### src/rtl/mem_port_arbiter.sv
// Arbitrates one single-port memory between fetch (IF) and data (DM) requesters.
// Optional perf counters are enabled with MEM_PORT_ARB_PERF_EN.
//
// state | meaning
// IDLE  | no read in flight, free to grant
// RD_IF | fetch read in flight
// RD_DM | data load in flight
module mem_port_arbiter #(
  parameter int ADDR_W     = 9,
  parameter int DATA_W     = 32,
  parameter int MEM_LAT    = 2,
  parameter int STARVE_MAX = 4
) (
  input  logic              clk,
  input  logic              rst_n,
  input  logic              if_req,
  input  logic [ADDR_W-1:0] if_addr,
  output logic              if_gnt,
  output logic              if_rvalid,
  output logic [DATA_W-1:0] if_rdata,
  input  logic              dm_req,
  input  logic              dm_we,
  input  logic [ADDR_W-1:0] dm_addr,
  input  logic [DATA_W-1:0] dm_wdata,
  output logic              dm_gnt,
  output logic              dm_rvalid,
  output logic [DATA_W-1:0] dm_rdata,
  output logic              mem_req,
  output logic              mem_we,
  output logic [ADDR_W-1:0] mem_addr,
  output logic [DATA_W-1:0] mem_wdata,
  input  logic [DATA_W-1:0] mem_rdata
`ifdef MEM_PORT_ARB_PERF_EN
  ,
  output logic [31:0]       perf_if_cnt,
  output logic [31:0]       perf_dm_cnt,
  output logic [31:0]       perf_wait_cnt
`endif
);

  localparam int CNT_W = (MEM_LAT > 1) ? $clog2(MEM_LAT) : 1;
  localparam int STV_W = $clog2(STARVE_MAX + 1);
  localparam logic [CNT_W-1:0] LAST_CNT   = CNT_W'(MEM_LAT - 1);
  localparam logic [STV_W-1:0] STARVE_TOP = STV_W'(STARVE_MAX);

  typedef enum logic [1:0] {IDLE, RD_IF, RD_DM} arbState_e;

  arbState_e         state, stateNext;
  logic [CNT_W-1:0]  latCnt, latCntNext;
  logic [STV_W-1:0]  starveCnt, starveCntNext;
  logic [DATA_W-1:0] ifRdataQ, dmRdataQ;
  logic              lastRd, free, ifWins, ifGnt, dmGnt, ifRvalid, dmRvalid;

  // The last read cycle is also free so back-to-back reads overlap by one cycle.
  assign lastRd   = (state != IDLE) && (latCnt == LAST_CNT);
  assign free     = (state == IDLE) || lastRd;
  assign ifWins   = if_req && (!dm_req || (starveCnt == STARVE_TOP));
  assign ifGnt    = free && ifWins;
  assign dmGnt    = free && dm_req && !ifWins;
  assign ifRvalid = lastRd && (state == RD_IF);
  assign dmRvalid = lastRd && (state == RD_DM);

  always_comb begin
    stateNext     = state;
    latCntNext    = latCnt + CNT_W'(1);
    starveCntNext = starveCnt;
    if (ifGnt) begin
      stateNext  = RD_IF;
      latCntNext = '0;
    end else if (dmGnt && !dm_we) begin
      stateNext  = RD_DM;
      latCntNext = '0;
    end else if (dmGnt || free) begin
      stateNext  = IDLE;
      latCntNext = '0;
    end
    if (!if_req || ifGnt) begin
      starveCntNext = '0;
    end else if (dmGnt && (starveCnt != STARVE_TOP)) begin
      starveCntNext = starveCnt + STV_W'(1);
    end
  end

  always_ff @(posedge clk) begin
    if (!rst_n) begin
      state     <= IDLE;
      latCnt    <= '0;
      starveCnt <= '0;
      ifRdataQ  <= '0;
      dmRdataQ  <= '0;
    end else begin
      state     <= stateNext;
      latCnt    <= latCntNext;
      starveCnt <= starveCntNext;
      if (ifRvalid) ifRdataQ <= mem_rdata;
      if (dmRvalid) dmRdataQ <= mem_rdata;
    end
  end

  // Reset is synchronous, so every output is gated to stay quiet while rst_n is low.
  always_comb begin
    if_gnt    = rst_n && ifGnt;
    dm_gnt    = rst_n && dmGnt;
    if_rvalid = rst_n && ifRvalid;
    dm_rvalid = rst_n && dmRvalid;
    if_rdata  = '0;
    dm_rdata  = '0;
    mem_req   = 1'b0;
    mem_we    = 1'b0;
    mem_addr  = '0;
    mem_wdata = '0;
    if (rst_n) begin
      if_rdata = ifRvalid ? mem_rdata : ifRdataQ;
      dm_rdata = dmRvalid ? mem_rdata : dmRdataQ;
      if (dmGnt) begin
        mem_req   = 1'b1;
        mem_we    = dm_we;
        mem_addr  = dm_addr;
        mem_wdata = dm_wdata;
      end else if (ifGnt) begin
        mem_req  = 1'b1;
        mem_addr = if_addr;
      end
    end
  end

`ifdef MEM_PORT_ARB_PERF_EN
  logic [31:0] perfIfQ, perfDmQ, perfWaitQ;

  always_ff @(posedge clk) begin
    if (!rst_n) begin
      perfIfQ   <= '0;
      perfDmQ   <= '0;
      perfWaitQ <= '0;
    end else begin
      if (ifGnt) perfIfQ <= perfIfQ + 32'd1;
      if (dmGnt) perfDmQ <= perfDmQ + 32'd1;
      if ((if_req && !ifGnt) || (dm_req && !dmGnt)) perfWaitQ <= perfWaitQ + 32'd1;
    end
  end

  assign perf_if_cnt   = rst_n ? perfIfQ : '0;
  assign perf_dm_cnt   = rst_n ? perfDmQ : '0;
  assign perf_wait_cnt = rst_n ? perfWaitQ : '0;
`endif

endmodule

### config.mk
export PLATFORM = sky130hd
export DESIGN_NAME = mem_port_arbiter
export DESIGN_NICKNAME = d
export VERILOG_FILES = /design/src/rtl/mem_port_arbiter.sv
export SDC_FILE = /design/constraint.sdc
export NUM_CORES = 1
export LEC_CHECK = 0
export BUFFER_PORTS_ARGS = -buffer_cell sky130_fd_sc_hd__buf_2
export CORE_UTILIZATION = 45
export CTS_CLUSTER_SIZE = 28
export DETAILED_ROUTE_END_ITERATION = 8
export PLACE_DENSITY = 0.85
export REMOVE_ABC_BUFFERS = 1
export SLEW_MARGIN = 20
export SYNTH_ARGS = -nofsm -noshare
export SYNTH_HDL_FRONTEND = slang
export SYNTH_SLANG_ARGS = --single-unit
### constraint.sdc
create_clock -name clk -period 4.79 [get_ports clk]
set_input_delay 0.958 -clock clk [delete_from_list [all_inputs] [get_ports clk]]
set_output_delay 0.958 -clock clk [all_outputs]
set_load 0.01 [all_outputs]
==> results of run 1 <==
==> worst max-delay path by stage <==
stage | slack [ps] | end | from
finish | 1420 | mem_wdata[28] | dm_req
global route | 1300 | mem_wdata[20] | dm_req
CTS | 1160 | mem_wdata[28] | dm_req
detailed placement | 1150 | mem_wdata[28] | dm_req
global placement | 1350 | mem_we | dm_req
floorplan | 1470 | mem_wdata[0] | rst_n
==> cell usage after synthesis <==
master / n / area [um2]
dfxtp_1: 70 / 1400
a21boi_0: 1 / 7.51
and3b_1: 2 / 17.5
nand3_1: 12 / 60.1
inv_2: 1 / 3.75
o211ai_1: 9 / 67.6
o21ai_0: 1 / 5.00
o21ba_4: 1 / 16.3
a21bo_2: 1 / 10.0
nor3b_1: 1 / 7.51
nor2_1: 3 / 11.3
o21bai_1: 1 / 7.51
nor4_4: 1 / 21.3
and3_1: 2 / 12.5
buf_6: 3 / 33.8
nand2b_1: 2 / 12.5
and2_1: 33 / 206
clkbuf_1: 20 / 75.1
a21oi_1: 78 / 390
nor3_1: 1 / 5.00
nand3b_1: 2 / 15.0
nand4b_1: 1 / 8.76
buf_2: 8 / 40.0
inv_1: 4 / 15.0
nand2_1: 132 / 495
ha_1: 2 / 25.0
o41ai_1: 1 / 8.76
==> cells in the final DEF, fill, tap and decap left out, types with 2 or more instances in the layout <==
cell and n:
clkbuf_8 10, nand2b_1 2, nor2_1 3, and3_1 2, nand2_1 132, bufinv_16 3
clkinv_4 2, ha_1 2, o211ai_1 9, buf_4 7, inv_1 4, and3b_1 2
dfxtp_1 70, a21oi_1 78, nand3_1 12, nand3b_1 2, buf_2 197, and2_1 33
==> layout make-up <==
| class | count | area [um2] | share of cell area, % |
|---|---|---|---|
| inverter | 5 | 18.8 | 0.445 |
| timing repair buffer | 204 | 1040 | 24.6 |
| tap | 77 | 96.3 | 2.28 |
| clock buffer | 10 | 138 | 3.26 |
| sequential | 70 | 1400 | 33.2 |
| multi-input combinational | 287 | 1410 | 33.4 |
| clock inverter | 6 | 116 | 2.76 |
==> cell families (layout without fill, tap and decap cells) <==
kind of cell    count (synthesis)  in the layout  share of synthesized area [%]
simple gates                  192            192                           29.3
fa+ha+maj                       2              2                          0.839
compound gates                 93             93                           17.2
buf+inv                        36            225                           5.63
flops                          70             70                           47.0
==> metal layers <==
layer	GRT usage, %	share of wire [%]
met3	5.27	5.1
met5	0	0
met1	29.4	45
met2	41.6	50
met4	7.37	0.63
==> worst reg2reg max path: stages (launching register included) <==
cell and delay, ps:
dfxtp_1 440, and3b_1 550, buf_4 350, nand2_1 100
a21oi_1 190
==> power by group <==
group	internal, mW	switching (mW)
logic	0.0681	0.0840
registers	0.590	0.00536
clock network	0.364	0.223
total	1.02	0.312
==> registers in the layout, indices dropped and copies added (netlist names) <==
register,count
latCnt,1
state,2
ifRdataQ,32
starveCnt,3
dmRdataQ,32
==> metrics.txt, run 1 <==
Mapped Area=2980 um2; Slew Limit Fails=0; worst flop-to-flop path endpoint=ifRdataQ[4]; Synth warnings=0; minimum clock period=3370 ps; CP Capture Type=primary output; worst hold path type=flip-flop to flip-flop; clock sink count=70; setup ws final=1420 ps; die height=83.4 um; WP buf/inv=4; vias in the first global route=3044; vias after detailed routing=3270; Placed Area=3960 um2; Non-Filler Instances=659; die area=6950 um2; Clock Pin Slew Worst Setup and Hold Paths=70 ps; Hold EP=dmRdataQ[16]; share of cells above drive strength 1=38.5%; Syn Area/Cell=7.58 um2; Slowest-stage cell, CP=nor4_4; area grow syn2layout=41.6%; hold_buf cts=0; Nets=666; Remaining DRCs=0; Worst R2R Start=latCnt; hold slack=457 ps; cell family with most CP delay=buffers and inverters; Final Cycle Share=70.4%; Worst Hold Path Cells=2; clock buffer depth=2; Setup Fix Bufs, Post-CTS=0; Synth Register Bits=70; leakage=2.03 nW; per-cell routed wire length=12.8 um; number of I/O port buffers=197; Critical Path Source Type=input port; DRT Pass-1 Iters=4; Hold Crit Start=dmRdataQ[16]; num ports=198; Mapped Cells=393; Worst slew margin=54.8%; status=complete, no violations; maximum VDD drop=0.000195 V; Root Driver=clkbuf_8; worst skew pair latency=330 ps; post-route antenna net violation count=0; setup TNS=0 ps; pwr/cell area=316 nW/um2; max-cap violations=0; DR iter-0 viols=149; dpl hpwl=6070 um; row cnt=29; Seq/Total Area, Yosys=47.0%; dpl ws=1150 ps; final hold violations=0; CP required=3830 ps; routed vias/inst=4.96; initial core utilization=46.7%; core occupancy in the finished layout=66.1%; FF-to-FF setup slack=3070 ps; DP Cell Count=642; unrepaired setup endpoints after global routing=no; critical path's largest stage delay=500 ps; core area=6390 um2; first-pass GRT wire length=13700 um; FMAX=0.297 GHz; die width=83.4 um; CP max FO=25; CP arrival=2410 ps; crit path kind=input port to primary output; initial antenna violation count=0; n_diodes=0; GPL Wtd Cong=0.805; worst-path cell chain=buf_2 -> inv_1 -> nor4_4 -> buf_4 -> and2_1 -> buf_2; Setup Skew=15.7 ps; Tightest Pin Transition=678 ps; critical path depth in cells=6; PnR Total Power=1.33 mW; Unique masters post-synth=27; # resized after CTS=0; worst reg2reg path depth=4; GRT Total Usage=23.9%; TritonCTS buffer count=9; most used cell, CP=buf_2; Final Instance Area=4220 um2; DRT Wirelength=8450 um; largest net degree at the start of global routing=69; grt ovf=0; final setup violation count=0; Layout fillers=564; H-tree levels=3; CTS tree=done
Note: power is estimated with default switching activity, not from simulation.
==> run 2: changes to the inputs <==
- CORE_UTILIZATION: 45 -> 38
- PLACE_DENSITY: 0.85 -> 0.77
- clock period: 4.79 -> 2.8 ns (I/O delays scaled with it)
==> run 2 against run 1 <==
  * Flip-flop and latch count stayed put
  * Setup slack worse by 1100 ps
  * Final cell count is 3.8% higher
  * Largest power group unchanged
  * Sequential share of layout area is 0.29 points higher
  * Clock power is 9.7% higher
  * Count of clock-buffer cells in the layout is 1 lower
  * Worst hold slack worse by 1.5 ps
  * Register-to-register slack worse by 1800 ps
  * Largest cell class unchanged
  * Clock skew is 6.1 ps lower
  * Global-route usage is 2.8 points lower
==> metrics.txt, run 2 (same netlist as run 1, synthesis figures left out) <==
hold slack=455 ps (-1.50 ps); GPL Wtd Cong=0.745 (-7.5%); core area=7410 um2 (+16%); Hold Crit Start=ifRdataQ[29]; vias after detailed routing=3300 (+0.92%); num ports=198 (unchanged); max-cap violations=0 (unchanged); hold_buf cts=0 (unchanged); CP max FO=10 (-60%); worst hold path type=flip-flop to flip-flop; dpl hpwl=6440 um (+6.2%); post-route antenna net violation count=0 (unchanged); die width=90.6 um (+8.6%); worst skew pair latency=330 ps (about the same); CTS tree=done; Setup Fix Bufs, Post-CTS=0 (unchanged); Setup Skew=9.56 ps (-6.12 ps); Worst R2R Start=state[0]; Largest regs=dmRdataQ: 32 flops, ifRdataQ: 32 flops, starveCnt: 3 flops; setup TNS=0 ps (unchanged); row cnt=31 (+6.9%); minimum clock period=2530 ps; GRT Total Usage=21.1% (-2.8 points); CP Capture Type=primary output; Worst Hold Path Cells=2 (unchanged); initial antenna violation count=0 (unchanged); CP arrival=1970 ps (-440 ps); Hold EP=ifRdataQ[29]; Worst slew margin=66.6% (+12 points); clock sink count=70 (unchanged); Nets=671 (+0.75%); grt ovf=0 (unchanged); unrepaired setup endpoints after global routing=no; commonest non-fill, non-tap cell in the layout=buf_2; routed vias/inst=4.82 (-2.8%); FMAX=0.396 GHz; # resized after CTS=0 (unchanged); area grow syn2layout=40.4%; Layout fillers=687 (+22%); leakage=2.01 nW (-0.91%); Critical Path Source Type=flip-flop; number of I/O port buffers=197 (unchanged); DRT Wirelength=8600 um (+1.8%); final setup violation count=0 (unchanged); leading cell types in the layout, fill and taps excluded=buf_2, nand2_1, a21oi_1; H-tree levels=3 (unchanged); die height=90.6 um (+8.6%); TritonCTS buffer count=9 (unchanged); crit path kind=flip-flop to primary output; per-cell routed wire length=12.6 um (-1.9%); FF-to-FF setup slack=1300 ps (-1770 ps); status=complete, no violations; DR iter-0 viols=114 (-23%); Final Cycle Share=90.3%; worst reg2reg path depth=4 (unchanged); largest net degree at the start of global routing=41 (-41%); first-pass GRT wire length=14200 um (+3.3%); clock buffer depth=2 (unchanged); Final Instance Area=4180 um2 (-0.86%); final hold violations=0 (unchanged); maximum VDD drop=0.000348 V (+79%); worst flop-to-flop path endpoint=dmRdataQ[12]; Clock Pin Slew Worst Setup and Hold Paths=70 ps (about the same); initial core utilization=40.2% (-6.4 points); n_diodes=0 (unchanged); Remaining DRCs=0 (unchanged); share of cells above drive strength 1=38.8% (+0.32 points); DRT Pass-1 Iters=5 (+1); pwr/cell area=460 nW/um2 (+46%); Placed Area=4030 um2 (+1.8%); vias in the first global route=3039 (-0.16%); Slew Limit Fails=0 (unchanged); CP required=2240 ps (-1590 ps); die area=8200 um2 (+18%); Root Driver=clkbuf_8; Tightest Pin Transition=499 ps (-179 ps)
[run 2: final cells by class]
class	instances	area, um2	share of cell area [%]
Multi-Input combinational cell	287	1410	33.7
Sequential cell	70	1400	33.5
Timing Repair Buffer	209	1080	25.7
Clock buffer	9	124	2.96
Tap cell	99	124	2.96
Clock inverter	5	28.8	0.688
Inverter	5	18.8	0.449
[run 2: critical path: stages (launching register included)]
cell,delay (ps)
dfxtp_1,350
inv_1,70
ha_1,230
a21boi_0,310
buf_4,230
o211ai_1,90
a21oi_1,190
buf_2,160
[run 2: metal layers]
metal	wire length (um)	GRT usage, %	up-vias
met3	477	6.06	13
met2	4230	35.5	113
met1	3800	26.1	1516
li1	-	-	1658
met5	0	0	-
met4	90	5.78	0
[run 2: power breakdown]
part | switching (mW) | internal, mW | total (mW)
combinational | 0.144 | 0.119 | 0.263
clock | 0.338 | 0.306 | 0.644
sequential | 0.00875 | 1.01 | 1.02
total | 0.492 | 1.43 | 1.93
[run 2: how the worst max path moves through the flow]
stage,startpoint,end,slack [ps],cells past startpoint
global placement,dm_req,mem_addr[5],540,6
finish,starveCnt[0],mem_addr[6],270,7
floorplan,rst_n,mem_wdata[0],280,3
CTS,starveCnt[0],mem_addr[6],260,7
detailed placement,dm_req,mem_addr[6],480,6
global route,starveCnt[0],mem_addr[3],100,7
[run 2: per-stage QoR]
stage          power [mW]  worst slack (ps)  cells  utilization [%]
6_report             1.93               273    684             56.5
5_1_grt              2.04              95.6    684             56.5
4_1_cts              1.96               256    684             56.5
3_5_place_dp         1.30               482    670             54.4
3_3_place_gp         1.30               544    670             54.4
2_1_floorplan        1.16               278    362                -
